## src/rtl/mcenoc_apb_pkg.sv

```systemverilog
`default_nettype none
// ============================================================================
//  Module      : mcenoc_apb_pkg
//  Description : Shared types and constants for the multi-core APB arbiter:
//                arbiter state encoding, APB bus widths, the full write strobe
//                and the grant index width helper.
//  Revision    : 1.0 - initial release
// ============================================================================
package mcenoc_apb_pkg;

   localparam int          APB_DW    = 32;
   localparam int          APB_AW    = 32;
   localparam logic [3:0]  PSTRB_ALL = 4'hF;

   localparam logic [1:0]  ST_IDLE   = 2'd0;
   localparam logic [1:0]  ST_SETUP  = 2'd1;
   localparam logic [1:0]  ST_ACCESS = 2'd2;
   localparam logic [1:0]  ST_DONE   = 2'd3;

   typedef enum logic [1:0] {
      IDLE   = ST_IDLE,
      SETUP  = ST_SETUP,
      ACCESS = ST_ACCESS,
      DONE   = ST_DONE
   } arb_state_t;

   // Width of a requester index; a single requester still needs one bit.
   function automatic int idx_width(input int n);
      return (n > 1) ? $clog2(n) : 1;
   endfunction

endpackage
`default_nettype wire

```

## src/rtl/mcenoc_rr_arbiter.sv

```systemverilog
`default_nettype none
// ============================================================================
//  Module      : mcenoc_rr_arbiter
//  Description : Combinational round-robin pick. Returns the first asserted
//                request at or after the pointer, wrapping modulo N.
//  Ports       : i_req   [N-1:0]  request vector
//                i_ptr   [IW-1:0] priority pointer (highest priority index)
//                o_grant [N-1:0]  one-hot grant (zero when no request)
//                o_idx   [IW-1:0] binary index of the grant
//                o_any            at least one request present
//  Revision    : 1.0 - initial release
// ============================================================================
module mcenoc_rr_arbiter
   import mcenoc_apb_pkg::*;
#(
   parameter int N  = 16,
   parameter int IW = idx_width(N)
) (
   input  logic [N-1:0]  i_req,
   input  logic [IW-1:0] i_ptr,
   output logic [N-1:0]  o_grant,
   output logic [IW-1:0] o_idx,
   output logic          o_any
);

   always_comb begin
      o_grant = '0;
      o_idx   = '0;
      o_any   = 1'b0;
      // Scan N positions starting at the pointer; first hit wins.
      for (int j = 0; j < N; j++) begin
         int k;
         k = int'(i_ptr) + j;
         if (k >= N) k = k - N;
         if (!o_any && i_req[k]) begin
            o_any      = 1'b1;
            o_idx      = IW'(k);
            o_grant[k] = 1'b1;
         end
      end
   end

endmodule
`default_nettype wire

```

## src/rtl/mcenoc_apb_arbiter.sv

```systemverilog
`default_nettype none
// ============================================================================
//  Module      : mcenoc_apb_arbiter
//  Description : Shares one APB completer between NUM_REQ cores. Single 32-bit
//                read/write requests, round-robin grant, one transfer in
//                flight, one-cycle one-hot completion pulse with response.
//  Config      : MCENOC_APB_TIMEOUT_EN - when defined, an ACCESS phase lasting
//                TIMEOUT_CYCLES cycles without pready is ended with rsp_err=1.
//  Ports       : clk, reset (sync, active-high)
//                req_valid/req_write [NUM_REQ], req_addr/req_wdata [NUM_REQ*32]
//                req_done [NUM_REQ], rsp_rdata [32], rsp_err
//                APB: paddr, psel, penable, pwrite, pwdata, pstrb, pprot,
//                     pready, prdata, pslverr
//  Revision    : 1.0 - initial release
// ============================================================================
module mcenoc_apb_arbiter
   import mcenoc_apb_pkg::*;
#(
   parameter int NUM_REQ        = 16,
   parameter int TIMEOUT_CYCLES = 255
) (
   input  logic                      clk,
   input  logic                      reset,
   input  logic [NUM_REQ-1:0]        req_valid,
   input  logic [NUM_REQ-1:0]        req_write,
   input  logic [NUM_REQ*APB_AW-1:0] req_addr,
   input  logic [NUM_REQ*APB_DW-1:0] req_wdata,
   output logic [NUM_REQ-1:0]        req_done,
   output logic [APB_DW-1:0]         rsp_rdata,
   output logic                      rsp_err,
   output logic [APB_AW-1:0]         paddr,
   output logic                      psel,
   output logic                      penable,
   output logic                      pwrite,
   output logic [APB_DW-1:0]         pwdata,
   output logic [3:0]                pstrb,
   output logic [2:0]                pprot,
   input  logic                      pready,
   input  logic [APB_DW-1:0]         prdata,
   input  logic                      pslverr
);

   localparam int IW = idx_width(NUM_REQ);

   if (NUM_REQ < 1 || TIMEOUT_CYCLES < 1) begin : g_param_check
      $error("mcenoc_apb_arbiter: NUM_REQ and TIMEOUT_CYCLES must be >= 1");
   end

   arb_state_t          r_state;
   logic [IW-1:0]       r_ptr;
   logic [IW-1:0]       r_gidx;
   logic [NUM_REQ-1:0]  r_gsel;
   logic [APB_AW-1:0]   r_paddr;
   logic [APB_DW-1:0]   r_pwdata;
   logic                r_pwrite;
   logic [APB_DW-1:0]   r_rdata;
   logic                r_err;

   logic [NUM_REQ-1:0]  w_grant;
   logic [IW-1:0]       w_idx;
   logic                w_any;

`ifdef MCENOC_APB_TIMEOUT_EN
   localparam int TCW = ($clog2(TIMEOUT_CYCLES + 1) > 8) ? $clog2(TIMEOUT_CYCLES + 1) : 8;
   logic [TCW-1:0]      r_tcnt;
`endif

   mcenoc_rr_arbiter #(
      .N  (NUM_REQ),
      .IW (IW)
   ) u_rr (
      .i_req   (req_valid),
      .i_ptr   (r_ptr),
      .o_grant (w_grant),
      .o_idx   (w_idx),
      .o_any   (w_any)
   );

   always_ff @(posedge clk) begin
      if (reset) begin
         r_state  <= IDLE;
         r_ptr    <= '0;
         r_gidx   <= '0;
         r_gsel   <= '0;
         r_paddr  <= '0;
         r_pwdata <= '0;
         r_pwrite <= 1'b0;
         r_rdata  <= '0;
         r_err    <= 1'b0;
`ifdef MCENOC_APB_TIMEOUT_EN
         r_tcnt   <= '0;
`endif
      end else begin
         case (r_state)
            IDLE: begin
               // Request fields are latched here so the APB phase stays
               // stable regardless of what the requesters do afterwards.
               if (w_any) begin
                  r_gidx   <= w_idx;
                  r_gsel   <= w_grant;
                  r_paddr  <= req_addr[APB_AW*int'(w_idx) +: APB_AW];
                  r_pwdata <= req_wdata[APB_DW*int'(w_idx) +: APB_DW];
                  r_pwrite <= req_write[w_idx];
                  r_state  <= SETUP;
               end
            end
            SETUP: begin
`ifdef MCENOC_APB_TIMEOUT_EN
               r_tcnt  <= '0;
`endif
               r_state <= ACCESS;
            end
            ACCESS: begin
               // pready has priority over an expiring timeout.
               if (pready) begin
                  r_rdata <= r_pwrite ? '0 : prdata;
                  r_err   <= pslverr;
                  r_state <= DONE;
               end
`ifdef MCENOC_APB_TIMEOUT_EN
               else if (r_tcnt == TCW'(TIMEOUT_CYCLES - 1)) begin
                  r_rdata <= '0;
                  r_err   <= 1'b1;
                  r_state <= DONE;
               end else begin
                  r_tcnt  <= r_tcnt + TCW'(1);
               end
`endif
            end
            DONE: begin
               // Next search starts just past the winner.
               if (r_gidx == IW'(NUM_REQ - 1)) r_ptr <= '0;
               else                            r_ptr <= r_gidx + IW'(1);
               r_state <= IDLE;
            end
            default: r_state <= IDLE;
         endcase
      end
   end

   assign psel      = (r_state == SETUP) || (r_state == ACCESS);
   assign penable   = (r_state == ACCESS);
   assign paddr     = r_paddr;
   assign pwrite    = r_pwrite;
   assign pwdata    = r_pwdata;
   assign pstrb     = r_pwrite ? PSTRB_ALL : 4'h0;
   assign pprot     = 3'b000;
   assign req_done  = (r_state == DONE) ? r_gsel : '0;
   assign rsp_rdata = r_rdata;
   assign rsp_err   = r_err;

endmodule
`default_nettype wire

```

## config.mk

```make
export PLATFORM = sky130hd
export DESIGN_NAME = mcenoc_apb_arbiter
export DESIGN_NICKNAME = d
export VERILOG_FILES = /design/src/rtl/mcenoc_apb_pkg.sv /design/src/rtl/mcenoc_rr_arbiter.sv /design/src/rtl/mcenoc_apb_arbiter.sv
export SDC_FILE = /design/constraint.sdc
export NUM_CORES = 1
export LEC_CHECK = 0
export ABC_AREA = 1
export ABC_CLOCK_PERIOD_IN_PS = 6200
export CAP_MARGIN = 30
export CELL_PAD_IN_SITES_DETAIL_PLACEMENT = 1
export CELL_PAD_IN_SITES_GLOBAL_PLACEMENT = 1
export CORE_AREA = 2 2 467 469
export CTS_BUF_LIST = sky130_fd_sc_hd__clkbuf_8 sky130_fd_sc_hd__clkbuf_16
export DETAILED_ROUTE_END_ITERATION = 8
export DIE_AREA = 0 0 469 471
export HOLD_SLACK_MARGIN = 0.05
export PLACE_DENSITY_LB_ADDON = 0.1
export SETUP_SLACK_MARGIN = 0.02
export SLEW_MARGIN = 20
export SYNTH_ARGS = -nofsm -noshare
export SYNTH_HDL_FRONTEND = slang
export SYNTH_SLANG_ARGS = --single-unit
export TNS_END_PERCENT = 20
```

## constraint.sdc

```tcl
create_clock -name clk -period 6.2 [get_ports clk]
set_input_delay 0.93 -clock clk [delete_from_list [all_inputs] [get_ports clk]]
set_output_delay 0.93 -clock clk [all_outputs]
set_load 0.02 [all_outputs]
```

==> results.md <==
- Worst-path clk slew: 0.08 ns
- Cell internal pwr: 9.52 mW
- Worst hold path depth: 2
- Cts bufs inserted: 17
- Synth area leader: nand3_1
- Total power: 24.6 mW
- Static Leak: 17.3 nW
- Ys async rst share: 0%
- Root buf cell: clkbuf_16
- Warnings, synthesis: 0
- DP Area: 0.0388 mm^2
- Iteration-0 DRC Markers: 2061
- Nets@finish: 6452
- DR vias/cell: 4.12
- Layout cells sized above 1: 9.96%
- Antenna Violating Nets Remaining: 0
- Post-CTS sizing: 0
- Outcome: complete, no violations
- Fin area: 0.0395 mm^2
- Seq/Total Area, Yosys: 12.2%
- Starting density of the core: 9.45%
- Yosys top cell area share: 35.8%
- Crit path top cell by count: nand3_1
- Routability Congestion: 0.866
- Die extent in y: 471 um
- DRC: 0
- Number of synthesized flops with an enable pin: 0
- Clock power share: 4.5%
- CP Launch Type: flop
- Die ar.: 0.221 mm^2
- Synth area leaders: nand3_1, nand2_1, dfxtp_1, buf_2, inv_1
- Max Root-Sink Buffers: 2
- Max_slew headroom: 38.4%
- Port buffer count: 1211
- Global-route wire length before repair: 318000 um
- Commonest cells in the netlist: nand3_1, nand2_1, inv_1
- Syn_area_per_cell: 5.09 um^2
- CP Capture Type: flop
- Count leader, synth: nand3_1
- VDD IR max: 0.296 mV
- Setup Fix Bufs, Post-CTS: 0
- Sequential share of power: 4.8%
- Switching pwr: 15.1 mW
- GRT Total Usage: 20.9%
- Largest net degree at the start of global routing: 90
- RSZ-0062 raised after global routing: no
- Tightest Hold Check Type: reg2reg
- Post-Syn Area: 0.0204 mm^2
- CTS Hold Bufs: 0
- Synthesized instance count: 4012
- Die X: 469 um
- Area of the multi-input gates: 0.0152 mm^2
- Required @ worst endpoint: 6.64 ns
- Max capacitance violation total: 0
- Synth Register Bits: 124
- Wire length per cell: 29.1 um
- Reg2reg start: r_ptr[0]$_SDFFE_PP0N_
- Vias in the first global route: 35400
- First-pass DRT Iterations: 7
- Clk Latency, worst-skew pair: 0.55 ns
- Initial antenna violation count: 107
- CP peak stage delay: 0.49 ns
- CTS tree: done
- Worst-path fanout max: 47
- Final setup vio count: 0
- Distinct cells, synth: 46
- Fill cells: 26600
- Tcrit/Tclk final: 83.2%
- Reg2reg setup slack: 1.04 ns
- Placeable core area: 0.216 mm^2
- CP Class: reg2reg
- Final core utilization: 18.3%
- Worst hold endpoint: rsp_rdata[15]$_SDFFE_PP0P_
- WL final: 239000 um
- Slew @ Worst Pin: 0.923 ns
- GRT overflow: 0
- Final Critical Period: 5.16 ns
- DR vias: 33900
- Ports: 1215
- H-tree Lvls: 4
- Final Worst Setup Slack: 1.04 ns
- Arrival @ worst endpoint: 5.60 ns
- PwrDens: 624 mW/mm^2
- Sw frac: 61.4%
- Endpoints failing hold: 0
- Clock sink count: 124
- Setup TNS Final: 0 ns
- Number of max-slew violations in the final report: 0
- FF-to-FF path depth: 28
- Post-place setup slack: 0.555 ns
- Fmax: 194 MHz
- Sequential cell area: 0.00248 mm^2
- Clk_skew: 0.0260 ns
- Row cnt: 171
- Area grow syn2layout: 93.2%
- CP max stage cell: dfxtp_1
- Min-delay src: rsp_rdata[15]$_SDFFE_PP0P_
- DP HPWL: 204000 um
- Comb power frac: 90.7%
- Top FF cell, synth: dfxtp_1
- Worst R2R End: paddr[0]$_SDFFE_PP0P_
final cells by class:
cell class	instances	share of cell area (%)
diodes	28	0.178
clock buffers	18	1.11
clock inverters	14	0.308
inverters	293	2.82
multi-input cells	3246	38.4
flip-flops and latches	124	6.29
well taps	2854	9.05
repair buffers	1657	41.8
worst max-delay path, delay by kind of cell, from the launching register on:
| kind | cells | cell delay, ns |
|---|---|---|
| and+or+nand+nor | 20 | 2.78 |
| buffers and inverters | 6 | 1.01 |
| DFF | 1 | 0.49 |
| xor gates and xnor gates | 1 | 0.43 |
| adders and majority gates | 1 | 0.28 |
placed cells by master (no fill, tap or decap), types with 4 or more instances in the layout:
cell type and instances:
nor2_1 142, a22oi_1 4, nor2_2 5, nand2_2 7
diode_2 28, clkinv_4 4, ha_1 21, o21ai_0 28
nand2_1 1328, buf_12 80, clkbuf_16 17, buf_4 365
nor3_1 4, a21oi_1 105, nand4_2 4, o2111ai_1 14
inv_6 5, nand3_4 4, a41oi_1 9, inv_2 10
nand3_1 1460, nand4_1 13, inv_1 280, a221oi_1 9
nand3b_1 36, nor2_4 8, o22ai_1 5, dfxtp_1 124
clkdlybuf4s50_1 1210, o211ai_1 7
power by group through the flow:
stage | combinational [mW] | sequential [mW] | clock [mW]
final | 22.3 | 1.19 | 1.10
after global routing | 24.5 | 1.21 | 1.20
after CTS | 23.2 | 1.19 | 1.18
after detailed placement | 23.1 | 1.21 | 0
after global placement | 23.1 | 1.20 | 0
after floorplan | 10.1 | 1.33 | 0
worst max path at each step:
stage                                from                      end  slack [ns]
finish              r_ptr[0]$_SDFFE_PP0N_    paddr[0]$_SDFFE_PP0P_        1.04
global route        r_ptr[0]$_SDFFE_PP0N_    paddr[0]$_SDFFE_PP0P_        0.36
CTS                 r_ptr[0]$_SDFFE_PP0N_  pwdata[27]$_SDFFE_PP0P_        0.80
detailed placement          req_valid[14]  pwdata[27]$_SDFFE_PP0P_        0.56
global placement             req_valid[9]    paddr[0]$_SDFFE_PP0P_        0.52
floorplan           r_ptr[1]$_SDFFE_PP0N_   paddr[18]$_SDFFE_PP0P_        2.24
flip-flops by register name, indices dropped and copies added, names as in the netlist:
| name | count |
|---|---|
| pwdata | 32 |
| rsp_err | 1 |
| rsp_rdata | 32 |
| r_gidx | 4 |
| r_ptr | 4 |
| pwrite | 1 |
| r_state | 2 |
| paddr | 32 |
| r_gsel | 16 |
cells by family after synthesis:
kind of cell	synth area share, %
xor+xnor	0.680
simple gates	66.3
buf+inv	14.0
compound gates	5.58
other cells	0.0184
fa+ha+maj	1.29
flops	12.2
layer usage:
layer,GRT usage [%],vias up,routed length [um]
met5,0,-,224
met4,3.63,40,3960
met3,4.04,229,12700
li1,-,16000,-
met1,25.1,16700,99700
met2,38.3,1011,123000
metrics by stage:
stage,hold WS [ns],std cells
2_1_floorplan,0.467,4014
3_3_place_gp,0.452,8173
3_5_place_dp,0.459,8174
4_1_cts,0.472,8206
5_1_grt,0.483,8225
6_report,0.467,8234
No activity file was read; power rests on OpenSTA's default activity.
